**src/rtl/hsv2rgb.sv**
```systemverilog
// Five-stage HSV -> RGB converter on the 0..255 hue circle (red=0, green=85, blue=170).
// A sideband sync bus and the valid flag travel with every pixel; ce freezes the whole pipe.
module hsv2rgb #(
    parameter int SYNC_W = 2
) (
    input  logic              clock,
    input  logic              reset,
    input  logic              ce,
    input  logic              in_valid,
    input  logic [7:0]        h,
    input  logic [7:0]        s,
    input  logic [7:0]        v,
    input  logic [SYNC_W-1:0] in_sync,
    output logic              out_valid,
    output logic [7:0]        r,
    output logic [7:0]        g,
    output logic [7:0]        b,
    output logic [SYNC_W-1:0] out_sync
);

    function automatic logic [15:0] mul8x8(input logic [7:0] a, input logic [7:0] c);
        return {8'd0, a} * {8'd0, c};
    endfunction

    function automatic logic [7:0] scale8(input logic [7:0] a, input logic [7:0] c);
        logic [15:0] prod;
        prod = mul8x8(a, c);
        return prod[15:8];
    endfunction

    // stage 1 state
    logic              vld_p1_q, vld_p1_d;
    logic [SYNC_W-1:0] sync_p1_q, sync_p1_d;
    logic [10:0]       h6_p1_q, h6_p1_d;
    logic [7:0]        s_p1_q, s_p1_d;
    logic [7:0]        v_p1_q, v_p1_d;

    // stage 2 state
    logic              vld_p2_q, vld_p2_d;
    logic [SYNC_W-1:0] sync_p2_q, sync_p2_d;
    logic [2:0]        region_p2_q, region_p2_d;
    logic [15:0]       sf_p2_q, sf_p2_d;
    logic [15:0]       snf_p2_q, snf_p2_d;
    logic              gray_p2_q, gray_p2_d;
    logic [7:0]        s_p2_q, s_p2_d;
    logic [7:0]        v_p2_q, v_p2_d;

    // stage 3 state
    logic              vld_p3_q, vld_p3_d;
    logic [SYNC_W-1:0] sync_p3_q, sync_p3_d;
    logic [2:0]        region_p3_q, region_p3_d;
    logic              gray_p3_q, gray_p3_d;
    logic [7:0]        v_p3_q, v_p3_d;
    logic [15:0]       pp_p3_q, pp_p3_d;
    logic [7:0]        qa_p3_q, qa_p3_d;
    logic [7:0]        ta_p3_q, ta_p3_d;

    // stage 4 state
    logic              vld_p4_q, vld_p4_d;
    logic [SYNC_W-1:0] sync_p4_q, sync_p4_d;
    logic [2:0]        region_p4_q, region_p4_d;
    logic              gray_p4_q, gray_p4_d;
    logic [7:0]        v_p4_q, v_p4_d;
    logic [7:0]        p_p4_q, p_p4_d;
    logic [7:0]        q_p4_q, q_p4_d;
    logic [7:0]        t_p4_q, t_p4_d;

    // stage 5 (output) state
    logic              vld_p5_q, vld_p5_d;
    logic [SYNC_W-1:0] sync_p5_q, sync_p5_d;
    logic [7:0]        r_p5_q, r_p5_d;
    logic [7:0]        g_p5_q, g_p5_d;
    logic [7:0]        b_p5_q, b_p5_d;

    always_comb begin
        // stage 1: latch inputs, scale hue to six sectors
        vld_p1_d  = in_valid;
        sync_p1_d = in_sync;
        h6_p1_d   = {3'd0, h} * 11'd6;
        s_p1_d    = s;
        v_p1_d    = v;

        // stage 2: sector and fractional position within it
        vld_p2_d    = vld_p1_q;
        sync_p2_d   = sync_p1_q;
        region_p2_d = h6_p1_q[10:8];
        sf_p2_d     = mul8x8(s_p1_q, h6_p1_q[7:0]);
        snf_p2_d    = mul8x8(s_p1_q, 8'd255 - h6_p1_q[7:0]);
        gray_p2_d   = (s_p1_q == 8'd0);
        s_p2_d      = s_p1_q;
        v_p2_d      = v_p1_q;

        // stage 3: attenuation factors
        vld_p3_d    = vld_p2_q;
        sync_p3_d   = sync_p2_q;
        region_p3_d = region_p2_q;
        gray_p3_d   = gray_p2_q;
        v_p3_d      = v_p2_q;
        pp_p3_d     = mul8x8(v_p2_q, 8'd255 - s_p2_q);
        qa_p3_d     = 8'd255 - sf_p2_q[15:8];
        ta_p3_d     = 8'd255 - snf_p2_q[15:8];

        // stage 4: scale by value
        vld_p4_d    = vld_p3_q;
        sync_p4_d   = sync_p3_q;
        region_p4_d = region_p3_q;
        gray_p4_d   = gray_p3_q;
        v_p4_d      = v_p3_q;
        p_p4_d      = pp_p3_q[15:8];
        q_p4_d      = scale8(v_p3_q, qa_p3_q);
        t_p4_d      = scale8(v_p3_q, ta_p3_q);

        // stage 5: sector select; region 6 cannot occur so it shares sector 5
        vld_p5_d  = vld_p4_q;
        sync_p5_d = sync_p4_q;
        case (region_p4_q)
            3'd0:    begin r_p5_d = v_p4_q; g_p5_d = t_p4_q; b_p5_d = p_p4_q; end
            3'd1:    begin r_p5_d = q_p4_q; g_p5_d = v_p4_q; b_p5_d = p_p4_q; end
            3'd2:    begin r_p5_d = p_p4_q; g_p5_d = v_p4_q; b_p5_d = t_p4_q; end
            3'd3:    begin r_p5_d = p_p4_q; g_p5_d = q_p4_q; b_p5_d = v_p4_q; end
            3'd4:    begin r_p5_d = t_p4_q; g_p5_d = p_p4_q; b_p5_d = v_p4_q; end
            default: begin r_p5_d = v_p4_q; g_p5_d = p_p4_q; b_p5_d = q_p4_q; end
        endcase
        // p truncates to v-1 at s=0, so gray takes v directly
        if (gray_p4_q) begin
            r_p5_d = v_p4_q;
            g_p5_d = v_p4_q;
            b_p5_d = v_p4_q;
        end
    end

    always_ff @(posedge clock or negedge reset) begin
        if (!reset) begin
            vld_p1_q    <= 1'b0;
            sync_p1_q   <= '0;
            h6_p1_q     <= '0;
            s_p1_q      <= '0;
            v_p1_q      <= '0;
            vld_p2_q    <= 1'b0;
            sync_p2_q   <= '0;
            region_p2_q <= '0;
            sf_p2_q     <= '0;
            snf_p2_q    <= '0;
            gray_p2_q   <= 1'b0;
            s_p2_q      <= '0;
            v_p2_q      <= '0;
            vld_p3_q    <= 1'b0;
            sync_p3_q   <= '0;
            region_p3_q <= '0;
            gray_p3_q   <= 1'b0;
            v_p3_q      <= '0;
            pp_p3_q     <= '0;
            qa_p3_q     <= '0;
            ta_p3_q     <= '0;
            vld_p4_q    <= 1'b0;
            sync_p4_q   <= '0;
            region_p4_q <= '0;
            gray_p4_q   <= 1'b0;
            v_p4_q      <= '0;
            p_p4_q      <= '0;
            q_p4_q      <= '0;
            t_p4_q      <= '0;
            vld_p5_q    <= 1'b0;
            sync_p5_q   <= '0;
            r_p5_q      <= '0;
            g_p5_q      <= '0;
            b_p5_q      <= '0;
        end else if (ce) begin
            vld_p1_q    <= vld_p1_d;
            sync_p1_q   <= sync_p1_d;
            h6_p1_q     <= h6_p1_d;
            s_p1_q      <= s_p1_d;
            v_p1_q      <= v_p1_d;
            vld_p2_q    <= vld_p2_d;
            sync_p2_q   <= sync_p2_d;
            region_p2_q <= region_p2_d;
            sf_p2_q     <= sf_p2_d;
            snf_p2_q    <= snf_p2_d;
            gray_p2_q   <= gray_p2_d;
            s_p2_q      <= s_p2_d;
            v_p2_q      <= v_p2_d;
            vld_p3_q    <= vld_p3_d;
            sync_p3_q   <= sync_p3_d;
            region_p3_q <= region_p3_d;
            gray_p3_q   <= gray_p3_d;
            v_p3_q      <= v_p3_d;
            pp_p3_q     <= pp_p3_d;
            qa_p3_q     <= qa_p3_d;
            ta_p3_q     <= ta_p3_d;
            vld_p4_q    <= vld_p4_d;
            sync_p4_q   <= sync_p4_d;
            region_p4_q <= region_p4_d;
            gray_p4_q   <= gray_p4_d;
            v_p4_q      <= v_p4_d;
            p_p4_q      <= p_p4_d;
            q_p4_q      <= q_p4_d;
            t_p4_q      <= t_p4_d;
            vld_p5_q    <= vld_p5_d;
            sync_p5_q   <= sync_p5_d;
            r_p5_q      <= r_p5_d;
            g_p5_q      <= g_p5_d;
            b_p5_q      <= b_p5_d;
        end
    end

    assign out_valid = vld_p5_q;
    assign out_sync  = sync_p5_q;
    assign r         = r_p5_q;
    assign g         = g_p5_q;
    assign b         = b_p5_q;

endmodule
```
**config.mk**
```make
export PLATFORM = sky130hd
export DESIGN_NAME = hsv2rgb
export DESIGN_NICKNAME = d
export VERILOG_FILES = /design/src/rtl/hsv2rgb.sv
export SDC_FILE = /design/constraint.sdc
export NUM_CORES = 1
export LEC_CHECK = 0
export CAP_MARGIN = 25
export CORE_ASPECT_RATIO = 1.4
export CORE_MARGIN = 2
export CORE_UTILIZATION = 64
export DETAILED_ROUTE_END_ITERATION = 10
export GPL_TIMING_DRIVEN = 0
export PLACE_DENSITY = 0.85
export RECOVER_POWER = 100
export SLEW_MARGIN = 15
export SYNTH_ARGS = -nofsm -noshare
export SYNTH_HDL_FRONTEND = slang
export SYNTH_SLANG_ARGS = --single-unit
```
**constraint.sdc**
```tcl
create_clock -name clock -period 5.31 [get_ports clock]
set_clock_uncertainty 0.1 [all_clocks]
set_input_delay 1.062 -clock clock [delete_from_list [all_inputs] [get_ports clock]]
set_output_delay 1.062 -clock clock [all_outputs]
set_load 0.01 [all_outputs]
```
==> flow_summary.yaml <==
status:
  status: "finished, violations left"
  failed_checks: "capacitance limit, slew limit"
yosys:
  yosysUniqueCellTypes: 58
  synthArstFlopShare_pct: 100
  yosys_warnings: 0
  synth_nets: 2072
  synth-seq-cells: 173
  synth-edff-count: 0
  synth_area_sq_mm: 0.0169
  ys.flop_type: "dfrtp_1"
  synth.yosys.seq_area_share_pct: 25.6
  avgSynthCellArea_sq_um: 9.95
  synth_cells: 1701
finish:
  area_growth_pct: 9.56
  n_fill_cell: 1911
  fin_cells: 2114
  utilization_pct: 71.1
  drive_gt1_share_pct: 9.11
  n_antenna_cell: 0
  nets: 2148
setup_path:
  path_max_fanout: 10
  end_kind: "flip-flop"
  r2r_cells: 14
  cp.required_ns: 5.59
  cp-start-kind: "flip-flop"
  worstSetupPathType: "reg2reg"
  worst_ep_arrival_time_ns: 5.48
global_route:
  grt_pass1_vias: 14100
  grt_usage_pct: 32.4
  grt-ovfl-total: 0
  grt_first_pass_wirelength_um: 70000
  antenna_found_initial: 0
  grt_start_max_net_pins: 97
clocking:
  cts_max_level: 4
  cts_hold_buf: 0
  clock-sinks: 173
  clkLatencyLatePin_ns: 0.44
  cts-root-buf: "clkbuf_16"
  cts_buffers: 17
  clk_pin_slew_ns: 0.07
  cts_buffer_depth: 2
  cts_tree: "built"
placed_design:
  dpl.hpwl_um: 33400
  port_buffers: 55
  placed_cells: 2081
  gp_congestion: 0.944
  pre_cts_ws_ns: -0.218
sta:
  finalSetupViolCount: 0
  relSlewSlack_pct: -140
  worst_slew_pin_slew_ns: 3.60
  clock.fmax_mhz: 192
  rsz0062_at_grt: "no"
  finalCritPeriodShare_pct: 97.9
  hold_viol_final: 0
  final.min_clock_period_ns: 5.20
  timing.hold.ws_ns: 0.340
  drv_slew: 78
  worst_slack_ns: 0.114
job:
  cap_violations: 1
floorplanning:
  rows: 70
  dieArea_sq_mm: 0.0278
  die_h_um: 196
  die_x_um: 141
  start_util_pct: 64.9
  io_pins: 57
  core_sq_mm: 0.0261
detailed_routing:
  wirelength_um: 42800
  post_drt_wl_per_cell_um: 20.2
  drtAntennaViolNets: 0
  routed-via-count: 12800
  vias_per_cell: 6.06
  drc: 0
  dr.pass1.iters: 6
  drtIter0Drc: 872
worst_hold_path:
  whs_path_depth: 1
  min_path_type: "reg2reg"
==> per-stage QoR <==
| step | setup TNS, ns | cell area [sq um] |
|---|---|---|
| global route | 0 | 18500 |
| finish | 0 | 18500 |
| floorplan | 0 | 16900 |
| detailed placement | -0.504 | 17900 |
| global placement | -650.91 | 17900 |
| CTS | 0 | 18500 |
==> final cells by class <==
type	count	area (sq um)	area share, %
multi-input combinational	1226	11500	61.8
sequential	173	4340	23.4
inverter	232	871	4.70
timing repair buffer	58	596	3.21
clock buffer	20	457	2.46
tap	324	405	2.19
buffer	69	273	1.47
clock inverter	12	143	0.769
==> cells in the final DEF, fill, tap and decap left out, types with 52 or more instances in the layout <==
master,instances
and2_1,141
clkbuf_1,53
dfrtp_1,168
fa_1,169
ha_1,172
inv_1,230
mux2_2,105
nand2_1,89
nor2_1,62
nor2b_1,81
o21ai_0,52
==> worst paths after layout <==
path / from / slack [ns] / end
max: v_p3_q[5]$_DFFE_PN0P_ / 0.11 / q_p4_q[6]$_DFFE_PN0P_
min in group asynchronous: reset / 1.86 / s_p2_q[2]$_DFFE_PN0P_
max reg2reg: v_p3_q[5]$_DFFE_PN0P_ / 0.11 / q_p4_q[6]$_DFFE_PN0P_
min reg2reg: snf_p2_q[15]$_DFFE_PN0P_ / 0.34 / ta_p3_q[7]$_DFFE_PN0P_
max in group asynchronous: reset / 0.93 / v_p3_q[3]$_DFFE_PN0P_
min: snf_p2_q[15]$_DFFE_PN0P_ / 0.34 / ta_p3_q[7]$_DFFE_PN0P_
==> synth_stat cells, types with 3 or more instances <==
cell | number | area (sq um)
o21bai_1 | 3 | 22.5
xor2_1 | 11 | 96.3
nor2b_1 | 81 | 507
nand3_1 | 14 | 70.1
a21o_1 | 20 | 150
a211oi_1 | 19 | 143
a21oi_1 | 44 | 220
or2_2 | 3 | 18.8
inv_1 | 230 | 863
nand2b_1 | 49 | 307
clkbuf_1 | 56 | 210
nand2_1 | 89 | 334
a22oi_1 | 8 | 60.1
o21a_1 | 7 | 52.6
fa_1 | 169 | 3380
nor4_1 | 5 | 31.3
a31oi_1 | 13 | 81.3
a2111o_1 | 4 | 45.0
o22ai_1 | 8 | 50.1
o211ai_1 | 24 | 180
mux2_2 | 106 | 1190
o21ai_0 | 52 | 260
a211o_1 | 8 | 70.1
nor2_1 | 62 | 233
xnor2_1 | 29 | 254
a41oi_1 | 3 | 26.3
nand4_1 | 19 | 119
nand3b_1 | 10 | 75.1
mux2i_1 | 11 | 110
nor3b_1 | 3 | 22.5
and3_1 | 5 | 31.3
dfrtp_1 | 173 | 4330
or3_1 | 3 | 18.8
buf_1 | 10 | 37.5
buf_2 | 4 | 20.0
ha_1 | 172 | 2150
and2_1 | 144 | 901
==> state kept, by name, indices dropped and copies added, names as in the netlist, 3 cells and up <==
register,count
region_p2_q,3
s_p1_q,8
sf_p2_q,8
h6_p1_q,10
p_p4_q,8
qa_p3_q,8
b,8
v_p4_q,8
v_p2_q,8
region_p3_q,3
v_p1_q,8
ta_p3_q,8
v_p3_q,8
snf_p2_q,9
q_p4_q,8
region_p4_q,3
t_p4_q,8
pp_p3_q,8
r,8
s_p2_q,7
g,8
==> critical path, cell delays in order (launching register included) <==
cell and delay, ns:
dfrtp_2 0.48, clkbuf_2 0.27, nand2_1 0.12, fa_1 0.53
fa_1 0.56, inv_1 0.05, fa_1 0.50, fa_1 0.44
ha_1 0.32, a211oi_2 0.22, o211ai_1 0.24, a31o_1 0.31
a2111o_1 0.48, a2111o_1 0.42, nand4_1 0.09
==> layer usage <==
layer	vias up	global-route usage, %	wire, um
li1	5759	-	-
met1	6488	36.1	15700
met2	414	60.4	23200
met3	145	3.84	1830
met4	0	16.6	2090
met5	-	0	0
==> what timing repair did <==
item,CTS,global route
gates resized for setup,11,12
buffers inserted,1,1
hold endpoints to repair,0,0
endpoints found under the setup margin,5,6
pin swaps,1,1
==> logic make-up after synthesis <==
kind of cell             Yosys count  synth area share, %
multiplexers                     117                 7.70
adder cells (fa/ha/maj)          341                 32.7
AND/OR/NAND/NOR                  496                 16.2
buffers and inverters            302                 6.73
XOR/XNOR                          40                 2.07
AO/OA/AOI/OAI                    232                 9.03
flip-flops                       173                 25.6
Power is not shown: default switching activity piles up to over one toggle a cycle in this logic, so the estimate is an artifact.
